==> src/rtl/game_status_ctrl.sv <==
// Game-level status aggregator: combines per-enemy damage, score and alive
// flags, and runs the IDLE/START/PLAY/PAUSE/OVER state machine.
module game_status_ctrl #(
  parameter int ENEMY_NUM         = 4,
  parameter int PLAYER_FULL_BLOOD = 100,
  parameter int FLASH_FRAMES      = 8,
  parameter int OVER_LOCK_FRAMES  = 60
) (
  input  logic                    Clk,
  input  logic                    Reset,
  input  logic                    game_frame_clk_rising_edge,
  input  logic                    Start_Key,
  input  logic                    Pause_Key,
  input  logic [10*ENEMY_NUM-1:0] Enemy_Total_Damage_Bus,
  input  logic [8*ENEMY_NUM-1:0]  Score_Bus,
  input  logic [ENEMY_NUM-1:0]    Enemy_Alive_Bus,
  output logic [2:0]              Game_State,
  output logic                    Game_Reset,
  output logic                    Game_Run,
  output logic [6:0]              Player_Blood,
  output logic [9:0]              Total_Score,
  output logic [9:0]              High_Score,
  output logic [2:0]              Alive_Count,
  output logic                    Hit_Flash
);

  localparam int LW = $clog2(OVER_LOCK_FRAMES + 1);
  localparam int FW = $clog2(FLASH_FRAMES + 1);

  typedef enum logic [2:0] {
    S_IDLE  = 3'd0,
    S_START = 3'd1,
    S_PLAY  = 3'd2,
    S_PAUSE = 3'd3,
    S_OVER  = 3'd4
  } state_t;

  state_t state, state_n;

  logic start_q, pause_q, armed;
  logic start_press, pause_press;
  logic frame;
  logic [11:0] dmg_sum, prior_sum;
  logic [9:0] score_sum;
  logic [2:0] alive_sum;
  logic [6:0] raw_blood;
  logic [LW-1:0] lock_cnt;
  logic [FW-1:0] flash_cnt;
  logic over_entry, lock_done;

  // armed blocks a press on the first cycle out of reset for held keys
  assign start_press = Start_Key & ~start_q & armed;
  assign pause_press = Pause_Key & ~pause_q & armed;
  assign frame       = game_frame_clk_rising_edge;
  assign lock_done   = (lock_cnt == LW'(OVER_LOCK_FRAMES));

  always_comb begin
    dmg_sum   = '0;
    score_sum = '0;
    alive_sum = '0;
    for (int i = 0; i < ENEMY_NUM; i++) begin
      dmg_sum   = dmg_sum + 12'(Enemy_Total_Damage_Bus[10*i +: 10]);
      score_sum = score_sum + 10'(Score_Bus[8*i +: 8]);
      alive_sum = alive_sum + 3'(Enemy_Alive_Bus[i]);
    end
  end

  always_comb begin
    raw_blood = '0;
    if (dmg_sum < 12'(PLAYER_FULL_BLOOD))
      raw_blood = 7'(12'(PLAYER_FULL_BLOOD) - dmg_sum);
  end

  always_comb begin
    state_n = state;
    unique case (state)
      S_IDLE:  if (start_press) state_n = S_START;
      S_START: state_n = S_PLAY;
      S_PLAY: begin
        if (frame && Player_Blood == 7'd0) state_n = S_OVER;
        else if (pause_press)              state_n = S_PAUSE;
      end
      S_PAUSE: begin
        if (pause_press)      state_n = S_PLAY;
        else if (start_press) state_n = S_START;
      end
      S_OVER:  if (start_press && lock_done) state_n = S_START;
      default: state_n = S_IDLE;
    endcase
  end

  assign over_entry = (state == S_PLAY) && (state_n == S_OVER);
  assign Game_State = state;
  assign Game_Reset = (state == S_START);
  assign Game_Run   = (state == S_PLAY);
  assign Hit_Flash  = (flash_cnt != '0);

  always_ff @(posedge Clk) begin
    if (Reset) begin
      state        <= S_IDLE;
      start_q      <= 1'b0;
      pause_q      <= 1'b0;
      armed        <= 1'b0;
      Player_Blood <= 7'(PLAYER_FULL_BLOOD);
      Total_Score  <= '0;
      High_Score   <= '0;
      Alive_Count  <= '0;
      prior_sum    <= '0;
      lock_cnt     <= '0;
      flash_cnt    <= '0;
    end else begin
      state       <= state_n;
      start_q     <= Start_Key;
      pause_q     <= Pause_Key;
      armed       <= 1'b1;
      Total_Score <= score_sum;
      Alive_Count <= alive_sum;
      prior_sum   <= (state == S_START) ? 12'd0 : dmg_sum;

      if (state == S_IDLE || state == S_START)
        Player_Blood <= 7'(PLAYER_FULL_BLOOD);
      else if (state == S_PLAY)
        Player_Blood <= raw_blood;

      if (over_entry && Total_Score > High_Score)
        High_Score <= Total_Score;

      if (over_entry)
        lock_cnt <= '0;
      else if (state == S_OVER && frame && !lock_done)
        lock_cnt <= lock_cnt + 1'b1;

      // state changes win over a coincident hit
      if (state == S_START || over_entry)
        flash_cnt <= '0;
      else if (state == S_PLAY && dmg_sum > prior_sum)
        flash_cnt <= FW'(FLASH_FRAMES);
      else if (frame && flash_cnt != '0)
        flash_cnt <= flash_cnt - 1'b1;
    end
  end

endmodule
==> config.mk <==
export PLATFORM = sky130hd
export DESIGN_NAME = game_status_ctrl
export DESIGN_NICKNAME = d
export VERILOG_FILES = /design/src/rtl/game_status_ctrl.sv
export SDC_FILE = /design/constraint.sdc
export NUM_CORES = 1
export LEC_CHECK = 0
export CORE_ASPECT_RATIO = 0.7
export CORE_UTILIZATION = 30
export CTS_CLUSTER_SIZE = 16
export DETAILED_ROUTE_END_ITERATION = 10
export GPL_TIMING_DRIVEN = 0
export SLEW_MARGIN = 5
export SYNTH_ARGS = -nofsm -noshare
export SYNTH_HDL_FRONTEND = slang
export SYNTH_SLANG_ARGS = --single-unit
==> constraint.sdc <==
create_clock -name Clk -period 5.2 [get_ports Clk]
set_clock_uncertainty 0.05 [all_clocks]
set_input_delay 0.78 -clock Clk [delete_from_list [all_inputs] [get_ports Clk]]
set_output_delay 0.78 -clock Clk [all_outputs]
set_load 0.005 [all_outputs]
==> results of run 1 <==
## what timing repair did
item,in CTS,in global routing
pin swaps,0,8
gates resized for setup,2,8
gates cloned,0,0
setup endpoints to repair,1,4
endpoints found under the hold margin,0,0
setup buffers,0,5
## synth_stat cells (7+ instances only)
cell type | number | area share (%)
sky130_fd_sc_hd__clkbuf_1 | 7 | 0.58
sky130_fd_sc_hd__o21ai_0 | 17 | 1.9
sky130_fd_sc_hd__nand2_1 | 46 | 3.8
sky130_fd_sc_hd__mux2i_1 | 11 | 2.4
sky130_fd_sc_hd__xnor2_1 | 12 | 2.3
sky130_fd_sc_hd__nor3_1 | 11 | 1.2
sky130_fd_sc_hd__a21oi_1 | 22 | 2.4
sky130_fd_sc_hd__ha_1 | 46 | 13
sky130_fd_sc_hd__nor2_1 | 40 | 3.3
sky130_fd_sc_hd__dfxtp_1 | 58 | 26
sky130_fd_sc_hd__inv_1 | 101 | 8.4
sky130_fd_sc_hd__nand3_1 | 9 | 0.99
sky130_fd_sc_hd__fa_1 | 37 | 16
sky130_fd_sc_hd__nor2b_1 | 11 | 1.5
## placed cells by master, fill, tap and decap left out, types with 3 or more instances in the layout
| master | Yosys | routed |
|---|---|---|
| sky130_fd_sc_hd__xor2_1 | 6 | 6 |
| sky130_fd_sc_hd__ha_1 | 46 | 44 |
| sky130_fd_sc_hd__nor2_1 | 40 | 40 |
| sky130_fd_sc_hd__nand2_1 | 46 | 46 |
| sky130_fd_sc_hd__and4_1 | 3 | 3 |
| sky130_fd_sc_hd__nor2b_1 | 11 | 11 |
| sky130_fd_sc_hd__mux2i_1 | 11 | 11 |
| sky130_fd_sc_hd__nand2b_1 | 3 | 3 |
| sky130_fd_sc_hd__nand4_1 | 4 | 4 |
| sky130_fd_sc_hd__o21a_1 | 5 | 5 |
| sky130_fd_sc_hd__o21ai_0 | 17 | 17 |
| sky130_fd_sc_hd__buf_4 | 1 | 6 |
| sky130_fd_sc_hd__clkbuf_1 | 7 | 7 |
| sky130_fd_sc_hd__a21oi_1 | 22 | 20 |
| sky130_fd_sc_hd__a21boi_0 | 3 | 3 |
| sky130_fd_sc_hd__nand3_1 | 9 | 9 |
| sky130_fd_sc_hd__dfxtp_1 | 58 | 58 |
| sky130_fd_sc_hd__a21o_1 | 6 | 6 |
| sky130_fd_sc_hd__nor3_1 | 11 | 11 |
| sky130_fd_sc_hd__clkdlybuf4s50_1 | 0 | 116 |
| sky130_fd_sc_hd__clkbuf_16 | 0 | 9 |
| sky130_fd_sc_hd__and2_1 | 3 | 3 |
| sky130_fd_sc_hd__inv_1 | 101 | 100 |
| sky130_fd_sc_hd__a21oi_2 | 2 | 4 |
| sky130_fd_sc_hd__and3_1 | 3 | 3 |
| sky130_fd_sc_hd__fa_1 | 37 | 36 |
| sky130_fd_sc_hd__xnor2_1 | 12 | 11 |
| sky130_fd_sc_hd__o31ai_1 | 4 | 4 |
## layout make-up
class,instances,area (sq um)
clock inverter,6,42.54
inverter,101,379.1
multi-input combinational,346,2999
timing repair buffer,121,1199
sequential,58,1161
fill,1478,8419
buffer,9,38.79
tap,195,244.0
clock buffer,10,239.0
## cell families after synthesis
family / share of synthesized area, %
adder cells (fa/ha/maj): 29.08
multiplexers: 2.930
XOR/XNOR: 4.837
AO/OA/AOI/OAI: 12.08
AND/OR/NAND/NOR: 16.20
buffers and inverters: 9.232
flip-flops: 25.65
## flip-flops by register name, indices dropped and copies added (netlist names)
name          cells
Alive_Count       3
Total_Score      10
High_Score       10
armed             1
prior_sum        12
pause_q           1
lock_cnt          6
Game_State        3
start_q           1
Player_Blood      7
flash_cnt         4
## worst paths after layout
| check | end | startpoint | slack (ns) | cells after the start |
|---|---|---|---|---|
| worst min register to register | High_Score[4] | High_Score[4] | 0.42 | 2 |
| worst min-delay path | High_Score[4] | High_Score[4] | 0.42 | 2 |
| worst max-delay path | flash_cnt[3] | Enemy_Total_Damage_Bus[2] | 0.21 | 18 |
| worst max register to register | Player_Blood[4] | Game_State[1] | 2.75 | 7 |
## critical path, cell delays in order
cell                              delay [ns]
sky130_fd_sc_hd__clkdlybuf4s50_1        0.45
sky130_fd_sc_hd__inv_1                  0.05
sky130_fd_sc_hd__fa_1                   0.48
sky130_fd_sc_hd__fa_1                   0.56
sky130_fd_sc_hd__inv_1                  0.06
sky130_fd_sc_hd__ha_1                   0.28
sky130_fd_sc_hd__a21o_1                 0.18
sky130_fd_sc_hd__and4_1                 0.26
sky130_fd_sc_hd__o21ai_2                0.20
sky130_fd_sc_hd__o21ai_0                0.14
sky130_fd_sc_hd__xnor2_1                0.30
sky130_fd_sc_hd__inv_1                  0.09
sky130_fd_sc_hd__ha_1                   0.29
sky130_fd_sc_hd__nand2_1                0.10
sky130_fd_sc_hd__a221oi_2               0.05
sky130_fd_sc_hd__or4_1                  0.50
sky130_fd_sc_hd__a211o_1                0.24
sky130_fd_sc_hd__o211a_1                0.12
## per-layer routing
metal | vias up | track usage [%] | share of wire (%)
li1 | 1945 | - | -
met1 | 1800 | 18.14 | 48
met2 | 71 | 23.46 | 47
met3 | 11 | 3.100 | 4.1
met4 | 0 | 4.082 | 1.1
met5 | - | 0 | 0
## through the flow
stage | hold slack [ns] | util (%) | setup TNS, ns | instances | instance area (sq um)
5_1_grt | 0.4374 | 42.81 | 0 | 846 | 6302
3_5_place_dp | 0.4182 | 40.29 | -1.220 | 825 | 5932
3_3_place_gp | 0.4080 | 40.29 | -0.8040 | 825 | 5932
4_1_cts | 0.4254 | 42.32 | 0 | 841 | 6230
6_report | 0.4248 | 42.81 | 0 | 846 | 6302
2_1_floorplan | 0.4125 | - | 0 | 514 | 4527
## power by group
group	switching, mW	total (mW)	internal (mW)	leakage [nW]
clock	0.213	0.547	0.334	0.134
combinational	0.647	1.29	0.642	2.11
sequential	0.0473	0.563	0.515	0.475
==> run summary, run 1 <==
The number of max-capacitance violations reported came out at 0. The number of clock sinks seen by CTS is 58. At the pin with the least slew margin, the transition time is 0.8591 ns. In this run the vertical extent of the chip is 104.8 um.

Global routing used 14.08% of the available tracks. The post-route clock period utilization is 95.90%. The post-synthesis instance area is 4527 sq um. The worst min-delay path class is reg -> reg. The critical path in this run is classified as in -> reg. CTS built an H-tree with a depth of 3. Detailed placement finished with a half-perimeter wire length of 8555 um.

After global routing the overflow that remains totals 0. The predominant post-synthesis flop cell is sky130_fd_sc_hd__dfxtp_1. The total DRC errors in the routed layout came out at 0.

The number of synthesized flops with an enable pin is 0. The flow ran to the end, and the final reports show no timing, DRC or antenna violations. For this block, the routed nets add up to 10320 um of wire.

The synthesized netlist cell count came out at 514. The data required time at the worst endpoint came out at 5.37 ns. The global-route wire length before repair came out at 17460 um.

The post-layout net count came out at 810. The final period demand of the worst path came out at 4.987 ns. The die span in x is 148.8 um. The number of max-slew violations in the final report is 0. The endpoint class of the critical path is a flop. Timing analysis after detailed placement gives a worst setup slack of -0.3642 ns. The warning count from the yosys run came out at 0.

The area growth from synthesis to final layout came out at 39.22%. A synthesized cell averages 8.807 sq um. The worst-path maximum fanout came out at 4. The CTS tree is built.

The total leakage power is 2.724 nW. The worst-case IR drop observed on VDD is 0.1664 mV. The worst-case headroom to the max-slew limit is 42.12%.

For this configuration, the core starts out at a cell density of 30.75%. The async set or reset register ratio after synthesis is 0%. The data arrival time of the critical path is 5.15 ns. The number of failing hold endpoints at the final stage is 0. The initial antenna violation count came to 0. Setup repair after global routing left no endpoint under its margin. The number of buffers added to fix hold violations after cts is 0. At the end of routability-driven placement, the weighted congestion stood at 0.7637. The number of port buffers came out at 116. Of the cells placed in the final design, the portion with a size suffix greater than 1 is 7.066%. Entering global routing, the biggest net connects 12 pins.

The clock slew seen by the registers of the worst setup and hold paths came out at 0.05 ns. The number of global-route vias before repair is 3793. For this design the top-level I/O count stands at 117. The power density over the cells is 380.7 nW/um^2. The distinct cell type count of the synthesized netlist is 59. After floorplanning, the core was sized to cover 14720 sq um. The routed wirelength normalized by instance count came out at 12.20 um. The post-route worst setup slack is 0.2132 ns. The detailed router finished its first iteration with 97 violations.

The sequential cell area fraction in the yosys report is 25.65%. Synthesis inferred 58 register bits. The number of detailed-route iterations in the first pass came out at 6. Summing over every cut layer, the via total after detailed routing is 3827.

The antenna diode count came out at 0. Using the TritonRoute via totals, the vias-per-cell ratio works out to 4.524. The number of clock buffers added by TritonCTS is 9. STA classifies the critical path startpoint as an input port. The number of rows created at floorplan came out at 37. The number of routed nets with antenna violations is 0. The net count after synthesis is 678. Static timing analysis puts the maximum clock frequency at 0.2005 GHz. The root buffer selected by CTS is sky130_fd_sc_hd__clkbuf_16.

The die area is 15590 sq um. The final number of setup-violating endpoints is 0. The longest clock path from root to sink contains 2 buffers. The later-pin clock latency in the skew report is 0.33 ns. Overall power consumption after layout is estimated at 2.399 mW.
Power figures use the tool's default switching activity.
==> run 2: changes to the inputs <==
--- a/config.mk
+++ b/config.mk
@@ -9,6 +9,7 @@
 export CORE_UTILIZATION = 30
 export CTS_CLUSTER_SIZE = 16
 export DETAILED_ROUTE_END_ITERATION = 10
+export DONT_BUFFER_PORTS = 1
 export GPL_TIMING_DRIVEN = 0
 export SLEW_MARGIN = 5
 export SYNTH_ARGS = -nofsm -noshare
==> run 2 against run 1 <==
Compared with the run above:
- combinational power fell by 18%
- final area shrank 19%
- worst hold slack gained 0.029 ns
- critical path depth unchanged
- critical path type unchanged
- largest power group unchanged
==> run summary, run 2 (synthesis gave the netlist of run 1 again) <==
The run finished with clean final reports. The worst-path maximum fanout is 3 (-1). The data required time at the worst endpoint came out at 5.37 ns (about the same).

The starting density of the core came out at 30.75% (unchanged). The antenna diode count came out at 0 (unchanged). The library cell used most frequently in the layout, excluding fill and tap cells, is sky130_fd_sc_hd__inv_1. The endpoint class of the critical path is a flop. The routability-driven placement congestion ratio is 0.7624 (-0.17%).

The final period demand of the worst path was 4.690 ns (-0.2969 ns). The fraction of layout instances using a drive strength above 1 came out at 6.038% (-1.0 points). In the layout the commonest cells are sky130_fd_sc_hd__inv_1 (101), sky130_fd_sc_hd__dfxtp_1 (58), sky130_fd_sc_hd__nand2_1 (46), sky130_fd_sc_hd__ha_1 (46), sky130_fd_sc_hd__nor2_1 (40).

The tree is rooted in a sky130_fd_sc_hd__clkbuf_16. The endpoint of the worst register-to-register path is Player_Blood[3]. The number of rows created at floorplan is 37 (unchanged).

The number of buffers added to fix hold violations after cts came out at 0 (unchanged). The number of stages on the worst hold path was 2 (unchanged). The endpoint of the worst hold-timing path is High_Score[5]. The post-place setup slack came out at 0.1594 ns (+0.5235 ns).

The number of flip-flops under the largest register name came to 12 (unchanged). The total met2 wirelength after detailed routing is 4217 um (-12%). The number of H-tree branching levels came out at 3 (unchanged). The power density over the cells came to 454.9 nW/um^2 (+20%).

The kind of critical path is in -> reg. The count of placed standard cells in the final layout, fillers left out is 725 (-14%). The worst path buffer plus inverter count was 4 (unchanged).

The remaining global-route overflow came out at 0 (unchanged). The violation count after the first detailed-route iteration came out at 175 (+80%). The top routing layer in use is met4. The worst-case headroom to the max-slew limit came out at 39.84% (-2.3 points).

The transition time at the pin with the least slew margin is 0.8929 ns (+0.03386 ns). The total wire length after detailed routing is 9553 um (-7.4%). Among all stages on the critical path, the largest delay is contributed by sky130_fd_sc_hd__fa_1.

The number of max-capacitance violations reported is 0 (unchanged). The pin count of the biggest net entering global routing came out at 13 (+1). The initial antenna violation count came out at 0 (unchanged).

By instance count, the cell type seen most on the critical path is sky130_fd_sc_hd__inv_1. The number of I/O pins is 117 (unchanged). The core area is 14720 sq um (unchanged). The post-route clock period utilization is 90.19% (-5.7 points). The total global-route track usage is 12.87% (-1.2 points). The total leakage power came to 2.288 nW (-16%). The number of port buffers is 0 (-100%).

The internal power component is 1.469 mW (-1.5%). The routed wirelength normalized by instance count came out at 13.18 um (+8.0%). The maximum cell stage delay along the critical path came out at 0.53 ns (-0.03 ns). The post-detailed-placement half-perimeter wirelength is 7965 um (-6.9%). The largest registers in the layout are prior_sum x12, High_Score x10, Total_Score x10.

The die span in x came out at 148.8 um (unchanged). The number of global-route vias before repair came out at 3336 (-12%). The area growth from synthesis to final layout came out at 13.13%. The total placed instance area is 4771 sq um (-20%).

The number of vias in the routed layout is 3337 (-13%). The largest delay contributor family on the critical path is adder cells. The power share of the sequential group came to 24.7% (+1.2 points). The wire length on met3 came out at 622 um (+48%). The number of detailed-route iterations in the first pass came out at 5 (-1). The count of fill cells added during filler insertion is 1512 (+2.3%).

The die area came to 15590 sq um (unchanged). The post-layout net count was 689 (-15%). The global-route wire length before repair came out at 16130 um (-7.6%). The total setup buffers inserted after CTS is 0 (unchanged). The highest clock rate is 0.2132 GHz (+6.3%).

The maximum vdd ir drop came to 0.1518 mV (-8.8%). The storage element area came out at 1161 sq um (unchanged). The number of max-slew violations in the final report came out at 0 (unchanged). The post-route worst setup slack is 0.5102 ns (+0.2969 ns). The worst setup path is launched from an input port. The number of failing hold endpoints at the final stage is 0 (unchanged). The number of routed nets with antenna violations was 0 (unchanged). The path class of the tightest hold or removal check is reg -> reg.

The number of buffers between clock root and the deepest sink is 2 (unchanged). The data arrival time of the critical path came out at 4.86 ns (-0.29 ns). The die height came out at 104.8 um (unchanged). The clock slew seen by the registers of the worst setup and hold paths is 0.05 ns (about the same).

The CTS tree is built. The number of buffers inserted during clock tree synthesis is 9 (unchanged). The final number of setup-violating endpoints came out at 0 (unchanged). The reported net switching power came out at 860.7 uW (-5.1%). In this run the critical register-to-register path is launched from Game_State[1].

The setup TNS after final layout was 0 ns (unchanged). The number of instances resized during post-cts repair came to 0 (-2). The register-to-register path setup slack came out at 2.66 ns (-0.09 ns).

The area of all placed cells without fillers came to 5121 sq um (-19%). The number of clock sinks seen by CTS is 58 (unchanged). The clock group share of total power was 29.7% (+6.9 points).

The share of power burned in combinational logic was 45.7% (-8.0 points). The switching fraction of total power came out at 36.95% (-0.88 points). The total DRC errors in the routed layout came out at 0 (unchanged). Setup repair after global routing left no endpoint under its margin. The area taken by multi-input logic gates came out at 2948 sq um (-1.7%). The beginning of the worst hold path is High_Score[5].

prior_sum holds more flip-flops than any other register. The signal on the critical path passes through inv_1 -> fa_1 -> inv_1 -> fa_1 -> ha_1 -> inv_1 -> fa_1 -> nor2b_4 -> o31ai_2 -> a31oi_1 -> a21o_1 -> a21oi_1 -> inv_1 -> ha_1 -> a21o_1 -> or4_1 -> a211o_1 -> o211a_1. The number of instances in the placed design came to 709 (-14%). The mean number of vias per cell is 4.603 (+1.7%). The worst-case reg-to-reg path depth is 7 (unchanged). The met1 wire length is 4617 um (-7.1%).

The later-pin clock latency in the skew report is 0.33 ns (about the same).
==> run 2: worst max-delay path by stage <==
stage | to | slack (ns) | cells after the start | startpoint
2_1_floorplan | flash_cnt[3] | 0.52 | 18 | Enemy_Total_Damage_Bus[1]
3_3_place_gp | flash_cnt[3] | 0.18 | 18 | Enemy_Total_Damage_Bus[1]
3_5_place_dp | flash_cnt[3] | 0.16 | 18 | Enemy_Total_Damage_Bus[1]
4_1_cts | flash_cnt[3] | 0.49 | 18 | Enemy_Total_Damage_Bus[1]
5_1_grt | flash_cnt[3] | 0.22 | 18 | Enemy_Total_Damage_Bus[1]
6_report | flash_cnt[3] | 0.51 | 18 | Enemy_Total_Damage_Bus[1]
==> run 2: final cells by class <==
class	instances	share of cell area (%)
tap	195	4.764
buffer	9	0.7574
sequential	58	22.67
inverter	101	7.403
multi-input combinational	346	57.56
clock inverter	7	2.443
clock buffer	9	4.398
==> run 2: power by group through the flow <==
| stage | Clock, mW | Sequential [mW] | Combinational [mW] |
|---|---|---|---|
| floorplan | 0 | 0.563 | 0.866 |
| global placement | 0 | 0.582 | 1.03 |
| detailed placement | 0 | 0.584 | 1.07 |
| CTS | 0.707 | 0.575 | 1.08 |
| global route | 0.729 | 0.582 | 1.23 |
| finish | 0.691 | 0.574 | 1.06 |
==> run 2: routing by layer <==
metal	vias to the layer above	GRT usage (%)
li1	1698	-
met1	1565	17.39
met2	65	19.56
met3	9	4.192
met4	0	3.426
met5	-	0
==> run 2: tightest hold or removal path, stage by stage (launching register included) <==
cell,delay [ns]
sky130_fd_sc_hd__dfxtp_1,0.34
sky130_fd_sc_hd__nand2_1,0.06
sky130_fd_sc_hd__mux2i_1,0.05
==> run 2: through the flow <==
step | hold slack [ns] | total power, mW | util, %
after floorplan | 0.4125 | 1.429 | -
after global placement | 0.4384 | 1.615 | 32.41
after detailed placement | 0.4527 | 1.652 | 32.41
after CTS | 0.4605 | 2.358 | 34.79
after global routing | 0.4819 | 2.544 | 34.79
final | 0.4539 | 2.330 | 34.79
==> run 3: changes to the inputs <==
--- a/config.mk
+++ b/config.mk
@@ -11,6 +11,7 @@
 export DETAILED_ROUTE_END_ITERATION = 10
 export DONT_BUFFER_PORTS = 1
 export GPL_TIMING_DRIVEN = 0
+export REMOVE_ABC_BUFFERS = 1
 export SLEW_MARGIN = 5
 export SYNTH_ARGS = -nofsm -noshare
 export SYNTH_HDL_FRONTEND = slang
==> run 3 against run 2 <==
Compared with the run above:
- via count about the same
- sequential share of layout area increased by 0.18 points
- worst hold slack got worse by 0.0083 ns
- routed wire length decreased by 1.1%
- final area decreased by 0.81%
- clock power decreased by 6.5%
- fmax decreased by 0.91%
- first-iteration DRC count decreased by 15%
- combinational power about the same
- sequential power about the same
- global-route usage decreased by 0.17 points
- worst setup slack got worse by 0.043 ns
- critical endpoint unchanged
==> run summary, run 3 (synthesis gave the netlist of run 1 again) <==
The number of port buffers is 0 (unchanged). The antenna diode count came out at 0 (unchanged). TritonCTS built the clock tree. The number of rows created at floorplan is 37 (unchanged).

The number of clock sinks seen by CTS was 58 (unchanged). The kind of critical path is in -> reg. The total met2 wirelength after detailed routing came out at 4370 um (+3.6%). The total leakage power came out at 2.263 nW (-1.1%).

The die area came to 15590 sq um (unchanged). The worst min-delay path class is reg -> reg. The power density over the cells was 451.0 nW/um^2 (-0.87%). The global-route wire length before repair came out at 15490 um (-3.9%). The number of global-route vias before repair is 3154 (-5.5%). The number of vias in the routed layout came out at 3336 (-0.030%). The highest clock rate came out at 0.2113 GHz (-0.91%).

The critical path starts at Enemy_Total_Damage_Bus[1]. The die height is 104.8 um (unchanged). The mean number of vias per cell came out at 4.646 (+0.94%). The clock slew seen by the registers of the worst setup and hold paths is 0.05 ns (about the same). The worst-case reg-to-reg path depth is 10 (+3). The worst register-to-register path ends at High_Score[6]. The violation count after the first detailed-route iteration is 149 (-15%). The count of fill cells added during filler insertion came out at 1533 (+1.4%). The core area is 14720 sq um (unchanged). The data required time at the worst endpoint came out at 5.37 ns (about the same).

The starting density of the core came out at 30.75% (unchanged). The worst-case headroom to the max-slew limit came to 44.03% (+4.2 points). The number of failing hold endpoints at the final stage was 0 (unchanged).

The number of instances resized during post-cts repair came to 0 (unchanged). The number of max-capacitance violations reported came out at 0 (unchanged). The die span in x came to 148.8 um (unchanged). The number of buffers between clock root and the deepest sink was 2 (unchanged).

The startpoint identified for the worst hold timing path is High_Score[9]. The final core utilization is 34.51% (-0.28 points). The number of H-tree branching levels is 3 (unchanged). The final number of setup-violating endpoints came to 0 (unchanged). The routability-driven placement congestion ratio is 0.7773 (+2.0%). The total setup buffers inserted after CTS came out at 0 (unchanged).

The number of I/O pins is 117 (unchanged). The total wire length after detailed routing is 9450 um (-1.1%). The post-detailed-placement half-perimeter wirelength came out at 7829 um (-1.7%). Relative to the synthesized area, the layout overhead comes to 12.22%. The storage element area was 1161 sq um (unchanged). The hold slack is 0.4456 ns (-0.008273 ns). The area taken by multi-input logic gates came out at 2954 sq um (+0.21%).

The worst hold path terminates at High_Score[9]. The pin count of the biggest net entering global routing came out at 24 (+11). The wire length on met3 is 557 um (-10%). The final period demand of the worst path came out at 4.733 ns (+0.04301 ns).

The post-route clock period utilization was 91.02% (+0.83 points). The number of stages on the worst hold path is 2 (unchanged). The library cells used most frequently in the layout, excluding fill and tap cells, are sky130_fd_sc_hd__inv_1 (101), sky130_fd_sc_hd__dfxtp_1 (58), sky130_fd_sc_hd__nand2_1 (46), sky130_fd_sc_hd__ha_1 (46), sky130_fd_sc_hd__nor2_1 (40). The register with the most flip-flops in the final layout is prior_sum. The worst flop-to-flop path startpoint is High_Score[1]. The met1 wire length came to 4434 um (-4.0%). The remaining global-route overflow came to 0 (unchanged). The data arrival time of the critical path came to 4.90 ns (+0.04 ns). The worst-path maximum fanout came out at 3 (unchanged).

The number of flip-flops under the largest register name is 12 (unchanged). CTS placed an instance of sky130_fd_sc_hd__clkbuf_16 at the clock tree root. The worst setup path is captured at a flop. The flow ran to the end, and the final reports show no timing, DRC or antenna violations. The number of max-slew violations in the final report is 0 (unchanged). The total global-route track usage is 12.70% (-0.17 points). Signal routing reaches up to met4. The register-to-register path setup slack is 2.69 ns (+0.03 ns). The setup TNS after final layout is 0 ns (unchanged).

The transition time at the pin with the least slew margin is 0.8308 ns (-0.06211 ns). The fraction of layout instances using a drive strength above 1 was 6.310% (+0.27 points). The library cell used most frequently in the layout, excluding fill and tap cells, is sky130_fd_sc_hd__inv_1. The later-pin clock latency in the skew report came to 0.33 ns (about the same). The number of buffers inserted during clock tree synthesis was 9 (unchanged). The worst setup path is launched from an input port. The post-layout net count came out at 682 (-1.0%).

The maximum vdd ir drop came out at 0.1629 mV (+7.3%). The largest registers in the layout are prior_sum x12, High_Score x10, Total_Score x10. The number of buffers added to fix hold violations after cts was 0 (unchanged).

The number of detailed-route iterations in the first pass came out at 4 (-1). The initial antenna violation count came out at 0 (unchanged). Setup repair after global routing left no endpoint under its margin. The total DRC errors in the routed layout was 0 (unchanged). The number of routed nets with antenna violations came to 0 (unchanged). The routed wirelength normalized by instance count came out at 13.16 um (-0.11%).
## run 3: cell count changes in the layout (fill, tap and decap cells not counted), sizes merged
cell	before	now
clkinvlp	0	2
bufinv	3	2
clkinv	3	2
clkbuf	16	9
## run 3: worst max-delay path by stage
stage / depth (start not counted) / slack [ns] / endpoint
3_5_place_dp: 18 / 0.13 / flash_cnt[3]
3_3_place_gp: 4 / 0.02 / High_Score[8]
6_report: 18 / 0.47 / flash_cnt[3]
2_1_floorplan: 18 / 0.52 / flash_cnt[3]
4_1_cts: 18 / 0.47 / flash_cnt[3]
5_1_grt: 18 / 0.20 / flash_cnt[3]
## run 3: layout make-up
type,count,share of cell area [%]
Tap cell,195,4.803
Clock buffer,9,4.433
Inverter,101,7.463
Timing Repair Buffer,2,0.2956
Clock inverter,7,1.995
Multi-Input combinational cell,346,58.15
Sequential cell,58,22.86
## run 3: through the flow
step / setup WS [ns] / power [mW] / instance area, sq um / cells
after floorplan: 0.5161 / 1.423 / 4488 / 505
after global placement: 0.02317 / 1.609 / 4732 / 700
after detailed placement: 0.1290 / 1.651 / 4753 / 702
after CTS: 0.4733 / 2.313 / 5080 / 718
after global routing: 0.1993 / 2.501 / 5080 / 718
final: 0.4671 / 2.291 / 5080 / 718
## run 3: worst max-delay path, cell delays in order
cell,delay [ns]
sky130_fd_sc_hd__inv_1,0.03
sky130_fd_sc_hd__fa_1,0.53
sky130_fd_sc_hd__inv_1,0.05
sky130_fd_sc_hd__fa_1,0.45
sky130_fd_sc_hd__ha_1,0.23
sky130_fd_sc_hd__inv_1,0.07
sky130_fd_sc_hd__fa_1,0.24
sky130_fd_sc_hd__nor2b_4,0.07
sky130_fd_sc_hd__o31ai_2,0.29
sky130_fd_sc_hd__a31oi_1,0.20
sky130_fd_sc_hd__a21o_1,0.21
sky130_fd_sc_hd__a21oi_1,0.24
sky130_fd_sc_hd__inv_1,0.09
sky130_fd_sc_hd__ha_1,0.33
sky130_fd_sc_hd__a21o_1,0.20
sky130_fd_sc_hd__or4_1,0.52
sky130_fd_sc_hd__a211o_1,0.24
sky130_fd_sc_hd__o211a_1,0.12
## run 3: per-layer routing
layer | vias up | track usage [%]
met5 | - | 0
met4 | 0 | 3.061
met3 | 7 | 4.498
met2 | 57 | 20.16
met1 | 1582 | 16.35
li1 | 1690 | -
## run 3: where the power goes
| part | internal, mW | leakage, nW | switching (mW) | total (mW) |
|---|---|---|---|---|
| clock | 0.422 | 0.152 | 0.224 | 0.646 |
| combinational | 0.479 | 1.64 | 0.592 | 1.07 |
| sequential | 0.515 | 0.475 | 0.0588 | 0.574 |
| total | 1.42 | 2.26 | 0.874 | 2.29 |
